<file path="src/rtl/btb_sat_pkg.sv">
`default_nettype none
// ============================================================================
// Module      : btb_sat_pkg
// Description : Shared types and default sizing for the saturating-counter BTB.
// Revision    : 1.0 - initial release
// ============================================================================
package btb_sat_pkg;

    localparam int unsigned BTB_ENTRIES             = 8;
    localparam int unsigned BITS_SATURATION_COUNTER = 2;
    localparam int unsigned BTB_TAG_BITS            = 8;

    // Resolved branch from EX
    typedef struct packed {
        logic [63:0] pc;
        logic [63:0] target_address;
        logic        is_mispredict;
        logic        is_taken;
        logic        is_lower_16;
        logic        clear;
        logic        valid;
    } branchpredict;

    // Prediction handed to the scoreboard/fetch
    typedef struct packed {
        logic        valid;
        logic [63:0] predict_address;
        logic        predict_taken;
        logic        is_lower_16;
    } branchpredict_sbe;

    typedef struct packed {
        logic                               valid;
        logic [BTB_TAG_BITS-1:0]            tag;
        logic [63:0]                        target;
        logic                               is_lower_16;
        logic [BITS_SATURATION_COUNTER-1:0] cnt;
    } btb_entry_t;

endpackage
`default_nettype wire

</file>
<file path="src/rtl/btb_sat_sat_counter.sv">
`default_nettype none
// ============================================================================
// Module      : sat_counter
// Description : Loadable up/down counter that saturates at 0 and all-ones.
// Revision    : 1.0 - initial release
// ============================================================================
module sat_counter
    import btb_sat_pkg::*;
#(
    parameter int unsigned      WIDTH     = 2,
    parameter logic [WIDTH-1:0] RESET_VAL = '0
) (
    input  logic             clk,
    input  logic             rst,
    input  logic             i_inc,
    input  logic             i_dec,
    input  logic             i_load,
    input  logic [WIDTH-1:0] i_load_val,
    output logic [WIDTH-1:0] o_cnt
);

    localparam logic [WIDTH-1:0] c_MAX = '1;

    logic [WIDTH-1:0] r_cnt;

    always_ff @(posedge clk) begin
        if (rst) begin
            r_cnt <= RESET_VAL;
        end else if (i_load) begin
            r_cnt <= i_load_val;
        end else if (i_inc && (r_cnt != c_MAX)) begin
            r_cnt <= r_cnt + 1'b1;
        end else if (i_dec && (r_cnt != '0)) begin
            r_cnt <= r_cnt - 1'b1;
        end
    end

    assign o_cnt = r_cnt;

endmodule
`default_nettype wire

</file>
<file path="src/rtl/btb_sat.sv">
`default_nettype none
// ============================================================================
// Module      : btb_sat
// Description : Partial-tag branch target buffer with per-entry saturating
//               direction counters, per-entry clear and global flush.
// Revision    : 1.0 - initial release
// ============================================================================
module btb_sat
    import btb_sat_pkg::*;
#(
    parameter int unsigned NR_ENTRIES              = BTB_ENTRIES,
    parameter int unsigned BITS_SATURATION_COUNTER = btb_sat_pkg::BITS_SATURATION_COUNTER,
    parameter int unsigned TAG_BITS                = BTB_TAG_BITS
) (
    input  logic             clk_i,
    input  logic             rst_i,
    input  logic             flush_i,
    input  logic [63:0]      vpc_i,
    input  branchpredict     branch_predict_i,
    output branchpredict_sbe branch_predict_o
);

    localparam int unsigned c_IDX     = $clog2(NR_ENTRIES);
    localparam int unsigned c_TW      = (TAG_BITS > 0) ? TAG_BITS : 1;
    localparam int unsigned c_N       = BITS_SATURATION_COUNTER;
    localparam int unsigned c_WT_INT  = 1 << (c_N - 1);
    localparam int unsigned c_WNT_INT = c_WT_INT - 1;
    localparam logic [c_N-1:0] c_WT   = c_WT_INT[c_N-1:0];
    localparam logic [c_N-1:0] c_WNT  = c_WNT_INT[c_N-1:0];

    logic [NR_ENTRIES-1:0] w_valid;
    logic [NR_ENTRIES-1:0] w_lower;
    logic [c_TW-1:0]       w_tag    [NR_ENTRIES];
    logic [63:0]           w_target [NR_ENTRIES];
    logic [c_N-1:0]        w_cnt    [NR_ENTRIES];

    logic [63:0]      w_lk_sh;
    logic [63:0]      w_up_sh;
    logic [c_IDX-1:0] w_lk_idx;
    logic [c_IDX-1:0] w_up_idx;
    logic [c_TW-1:0]  w_lk_tag;
    logic [c_TW-1:0]  w_up_tag;
    logic             w_lk_hit;
    logic             w_up_hit;
    logic             w_up_en;
    logic             w_unused_bits;

    // Bit 0 is dropped from the index since compressed code is halfword aligned
    assign w_lk_idx = vpc_i[c_IDX:1];
    assign w_up_idx = branch_predict_i.pc[c_IDX:1];
    assign w_lk_sh  = vpc_i >> (c_IDX + 1);
    assign w_up_sh  = branch_predict_i.pc >> (c_IDX + 1);
    assign w_lk_tag = (TAG_BITS == 0) ? '0 : w_lk_sh[c_TW-1:0];
    assign w_up_tag = (TAG_BITS == 0) ? '0 : w_up_sh[c_TW-1:0];

    assign w_lk_hit = w_valid[w_lk_idx] & (w_tag[w_lk_idx] == w_lk_tag);
    assign w_up_hit = w_valid[w_up_idx] & (w_tag[w_up_idx] == w_up_tag);
    assign w_up_en  = branch_predict_i.valid & ~flush_i;

    assign w_unused_bits = ^{vpc_i, branch_predict_i, w_lk_sh, w_up_sh};

    always_comb begin
        branch_predict_o                 = '0;
        branch_predict_o.valid           = w_lk_hit;
        branch_predict_o.predict_taken   = w_lk_hit & w_cnt[w_lk_idx][c_N-1];
        branch_predict_o.predict_address = w_target[w_lk_idx];
        branch_predict_o.is_lower_16     = w_lower[w_lk_idx];
    end

    for (genvar gi = 0; gi < NR_ENTRIES; gi++) begin : g_entry
        localparam logic [c_IDX-1:0] c_ME = c_IDX'(gi);

        logic            w_sel;
        logic            w_train;
        logic            w_alloc;
        logic            w_drop;
        logic            r_valid;
        logic            r_lower;
        logic [c_TW-1:0] r_tag;
        logic [63:0]     r_target;

        assign w_sel   = w_up_en & (w_up_idx == c_ME);
        assign w_drop  = w_sel &  branch_predict_i.clear &  w_up_hit;
        assign w_train = w_sel & ~branch_predict_i.clear &  w_up_hit;
        // A clear that misses the tag leaves the entry alone rather than allocating
        assign w_alloc = w_sel & ~branch_predict_i.clear & ~w_up_hit;

        always_ff @(posedge clk_i) begin
            if (rst_i) begin
                r_valid  <= 1'b0;
                r_tag    <= '0;
                r_target <= '0;
                r_lower  <= 1'b0;
            end else if (flush_i || w_drop) begin
                r_valid  <= 1'b0;
            end else if (w_alloc) begin
                r_valid  <= 1'b1;
                r_tag    <= w_up_tag;
                r_target <= branch_predict_i.target_address;
                r_lower  <= branch_predict_i.is_lower_16;
            end else if (w_train && branch_predict_i.is_taken) begin
                r_target <= branch_predict_i.target_address;
                r_lower  <= branch_predict_i.is_lower_16;
            end
        end

        sat_counter #(
            .WIDTH     (c_N),
            .RESET_VAL (c_WNT)
        ) u_cnt (
            .clk        (clk_i),
            .rst        (rst_i),
            .i_inc      (w_train &  branch_predict_i.is_taken),
            .i_dec      (w_train & ~branch_predict_i.is_taken),
            .i_load     (w_alloc),
            .i_load_val (branch_predict_i.is_taken ? c_WT : c_WNT),
            .o_cnt      (w_cnt[gi])
        );

        assign w_valid[gi]  = r_valid;
        assign w_lower[gi]  = r_lower;
        assign w_tag[gi]    = r_tag;
        assign w_target[gi] = r_target;
    end

endmodule
`default_nettype wire
</file>
<file path="config.mk">
export PLATFORM = sky130hd
export DESIGN_NAME = btb_sat
export DESIGN_NICKNAME = d
export VERILOG_FILES = /design/src/rtl/btb_sat_pkg.sv /design/src/rtl/btb_sat_sat_counter.sv /design/src/rtl/btb_sat.sv
export SDC_FILE = /design/constraint.sdc
export NUM_CORES = 1
export LEC_CHECK = 0
export CORE_MARGIN = 1
export CORE_UTILIZATION = 50
export CTS_CLUSTER_SIZE = 25
export DETAILED_ROUTE_END_ITERATION = 7
export PLACE_DENSITY = 0.71
export SETUP_SLACK_MARGIN = 0.1
export SLEW_MARGIN = 30
export SYNTH_ARGS = -nofsm -noshare
export SYNTH_HDL_FRONTEND = slang
export SYNTH_SLANG_ARGS = --single-unit
export TNS_END_PERCENT = 50
</file>
<file path="constraint.sdc">
create_clock -name clk_i -period 7.32 [get_ports clk_i]
set_clock_uncertainty 0.2 [all_clocks]
set_input_delay 1.464 -clock clk_i [delete_from_list [all_inputs] [get_ports clk_i]]
set_output_delay 1.464 -clock clk_i [all_outputs]
set_load 0.05 [all_outputs]
</file>
==> flow_summary.ini <==
[floorplan]
fp.dieW_um = 244
row_count = 88
die_y_um = 244
die_area_um2 = 59700
core_area_um2 = 57900
initial_core_util_pct = 50.7
ioPinCount = 267

[synthesis]
synthCells = 2655
synth_area_per_cell_um2 = 11.1
synthDistinctLibCells = 49
synth-seq-cells = 608
yosysWarnings = 0
ys_seq_area_share_pct = 41.4
synth_nets = 2855
syn_area_um2 = 29400
synth-edff-count = 0
async_flop_share_pct = 0
ys.flop_type = dfxtp_1

[cts]
clock_path_buffers = 3
cts_resized = 0
insertion_delay_ps = 600
numCtsBuffers = 67
cts_num_sinks = 608
ctsHoldBuffers = 0
htreeDepth = 3
postCtsSetupBuffers = 0
cts.clk_slew.worst_paths_ps = 60
cts_tree = built
cts_root_buf = clkbuf_16

[cells_and_area]
layout_commonest_cell = dfxtp_1
n_antenna_cell = 0
area_growth_pct = 13.3
mostFrequentLayoutCells = 608 x dfxtp_1, 597 x nand2b_1, 551 x mux2i_1, 158 x mux4_2, 152 x clkdlybuf4s50_1
utilization_pct = 57.5
drive_above_1_share_pct = 14.8
layout.nets = 2831

[worst_setup_path]
reg2reg_to = g_entry[4].r_target[11]
start_kind = input port
cp_data_required_time_ps = 5660
criticalPathCategory = input port to output port
end_kind = output port
crit_fanout = 38
r2r_start = g_entry[7].r_tag[0]
rr_worst_depth = 9
r2r_slack_ps = 3570
worstPathArrival_ps = 4440

[grt]
grt_max_degree = 215
overflow = 0
grt_usage_pct = 24.1
grt_pass1_vias = 20700
antenna_found_initial = 1
grt_pass1_wl_mm = 114

[power_and_ir_drop]
vdd_drop_max_v = 0.000150
powerDensity_nw_per_um2 = 219
leakage_nw = 14.5

[detailed_routing]
totalWireLength_mm = 71.8
vias_per_cell = 5.72
drc = 0
routedWlPerCell_um = 20.9
firstDrtPassIters = 6
ant_nets = 0
drt_iter0_markers = 1493
num_vias = 19700

[run]
maxCapViolCount = 0

[timing]
report.final.slew_viol_count = 0
rsz0062_at_grt = false
fin_tns_setup_ps = 0
post-route-min-period_ps = 6110
fmax_ghz = 0.164
fin_crit_sh_pct = 83.4
slew_headroom_pct = 39.2
setup_violations = 0
tightestPinTransition_ps = 912
finalHoldViolCount = 0

[placed_design]
gp_congestion = 0.827
port_buffers = 159
place_hpwl_mm = 41.5

[hold_path]
min_from = g_entry[4].r_target[20]
min_path_type = flop to flop
holdPathStages = 2
min_to = g_entry[4].r_target[20]

[outcome]
outcome = finished, final reports clean
==> cells by family after synthesis <==
logic type / synth area share, %
muxes: 33.4
and+or+nand+nor: 15.1
DFF: 41.4
buffers and inverters: 5.08
AOI/OAI and AO/OA: 4.55
xor gates and xnor gates: 0.358
==> how the worst max path moves through the flow <==
| stage | start | end | slack (ps) | cells after the start |
|---|---|---|---|---|
| 2_1_floorplan | vpc_i[1] | branch_predict_o[1] | 1570 | 9 |
| 3_3_place_gp | branch_predict_i[72] | g_entry[4].r_target[11] | 1230 | 10 |
| 3_5_place_dp | branch_predict_i[72] | g_entry[4].r_target[11] | 1160 | 10 |
| 4_1_cts | vpc_i[1] | branch_predict_o[1] | 1200 | 8 |
| 5_1_grt | vpc_i[1] | branch_predict_o[1] | 1100 | 8 |
| 6_report | vpc_i[1] | branch_predict_o[1] | 1210 | 8 |
==> report_power, final <==
part | total, W | switching (W) | internal [W]
combinational | 0.000449 | 0.000247 | 0.000202
clock | 0.00350 | 0.00136 | 0.00214
sequential | 0.00335 | 0.0000134 | 0.00333
total | 0.00730 | 0.00162 | 0.00568
==> layer usage <==
layer  vias to the layer above  track usage [%]  share of wire [%]
met4                         2             7.19                1.8
met1                      9850             31.4                 44
met5                         -                0              0.018
li1                       9274                -                  -
met2                       466             41.1                 50
met3                        98             3.57                4.8
==> state kept, by name, summed over array words and instances (netlist names) <==
register and count:
g_entry.r_target 512, g_entry.r_tag 64, g_entry.u_cnt.o_cnt 16, g_entry.r_lower 8
g_entry.r_valid 8
==> through the flow <==
stage	hold WS [ps]	area (um^2)	power [W]	setup WS (ps)	instances
after floorplan	246	29400	0.00374	1570	2655
after global placement	255	31000	0.00386	1230	3327
after detailed placement	262	31000	0.00387	1160	3327
after CTS	274	33300	0.00737	1200	3444
after global routing	286	33300	0.00753	1100	3444
final	270	33300	0.00730	1210	3444
==> worst max-delay path: stages <==
cell and delay, ps:
buf_8 370, mux4_2 580, mux2i_1 330, xor2_1 250, nand4_1 120, nor3_1 290
nor2b_1 190, clkdlybuf4s50_1 820
==> cell type report <==
cell class                      count  area [um^2]
Fill cell                        4830        24600
Multi-Input combinational cell   1747        15800
Sequential cell                   608        12200
Clock buffer                      101         2050
Timing Repair Buffer              198         2030
Tap cell                          765          957
Clock inverter                     16          244
Inverter                            9         33.8
==> synthesized netlist by cell type (2+ instances only) <==
cell type,n,area (um^2)
xnor2_1,8,70.1
o21ai_0,83,415
and2_1,2,12.5
a21oi_1,78,390
a22oi_1,7,52.6
nor2b_1,14,87.6
o21ai_1,6,30.0
buf_4,20,150
o2111ai_1,7,61.3
a31oi_1,8,50.1
buf_2,17,85.1
mux2_2,66,743
a32oi_1,3,26.3
xor2_1,4,35.0
inv_1,8,30.0
buf_6,28,315
clkbuf_2,2,10.0
mux2i_1,551,5520
dfxtp_1,608,12200
buf_1,98,368
nor3_1,8,40.0
o311ai_0,7,61.3
nand2b_1,597,3730
nor2_1,24,90.1
nand2_1,11,41.3
buf_8,5,75.1
a41oi_1,5,43.8
o221a_2,9,101
clkbuf_1,121,454
nand3_1,68,340
and3_1,7,43.8
mux4_2,158,3560
Power figures use the tool's default switching activity.
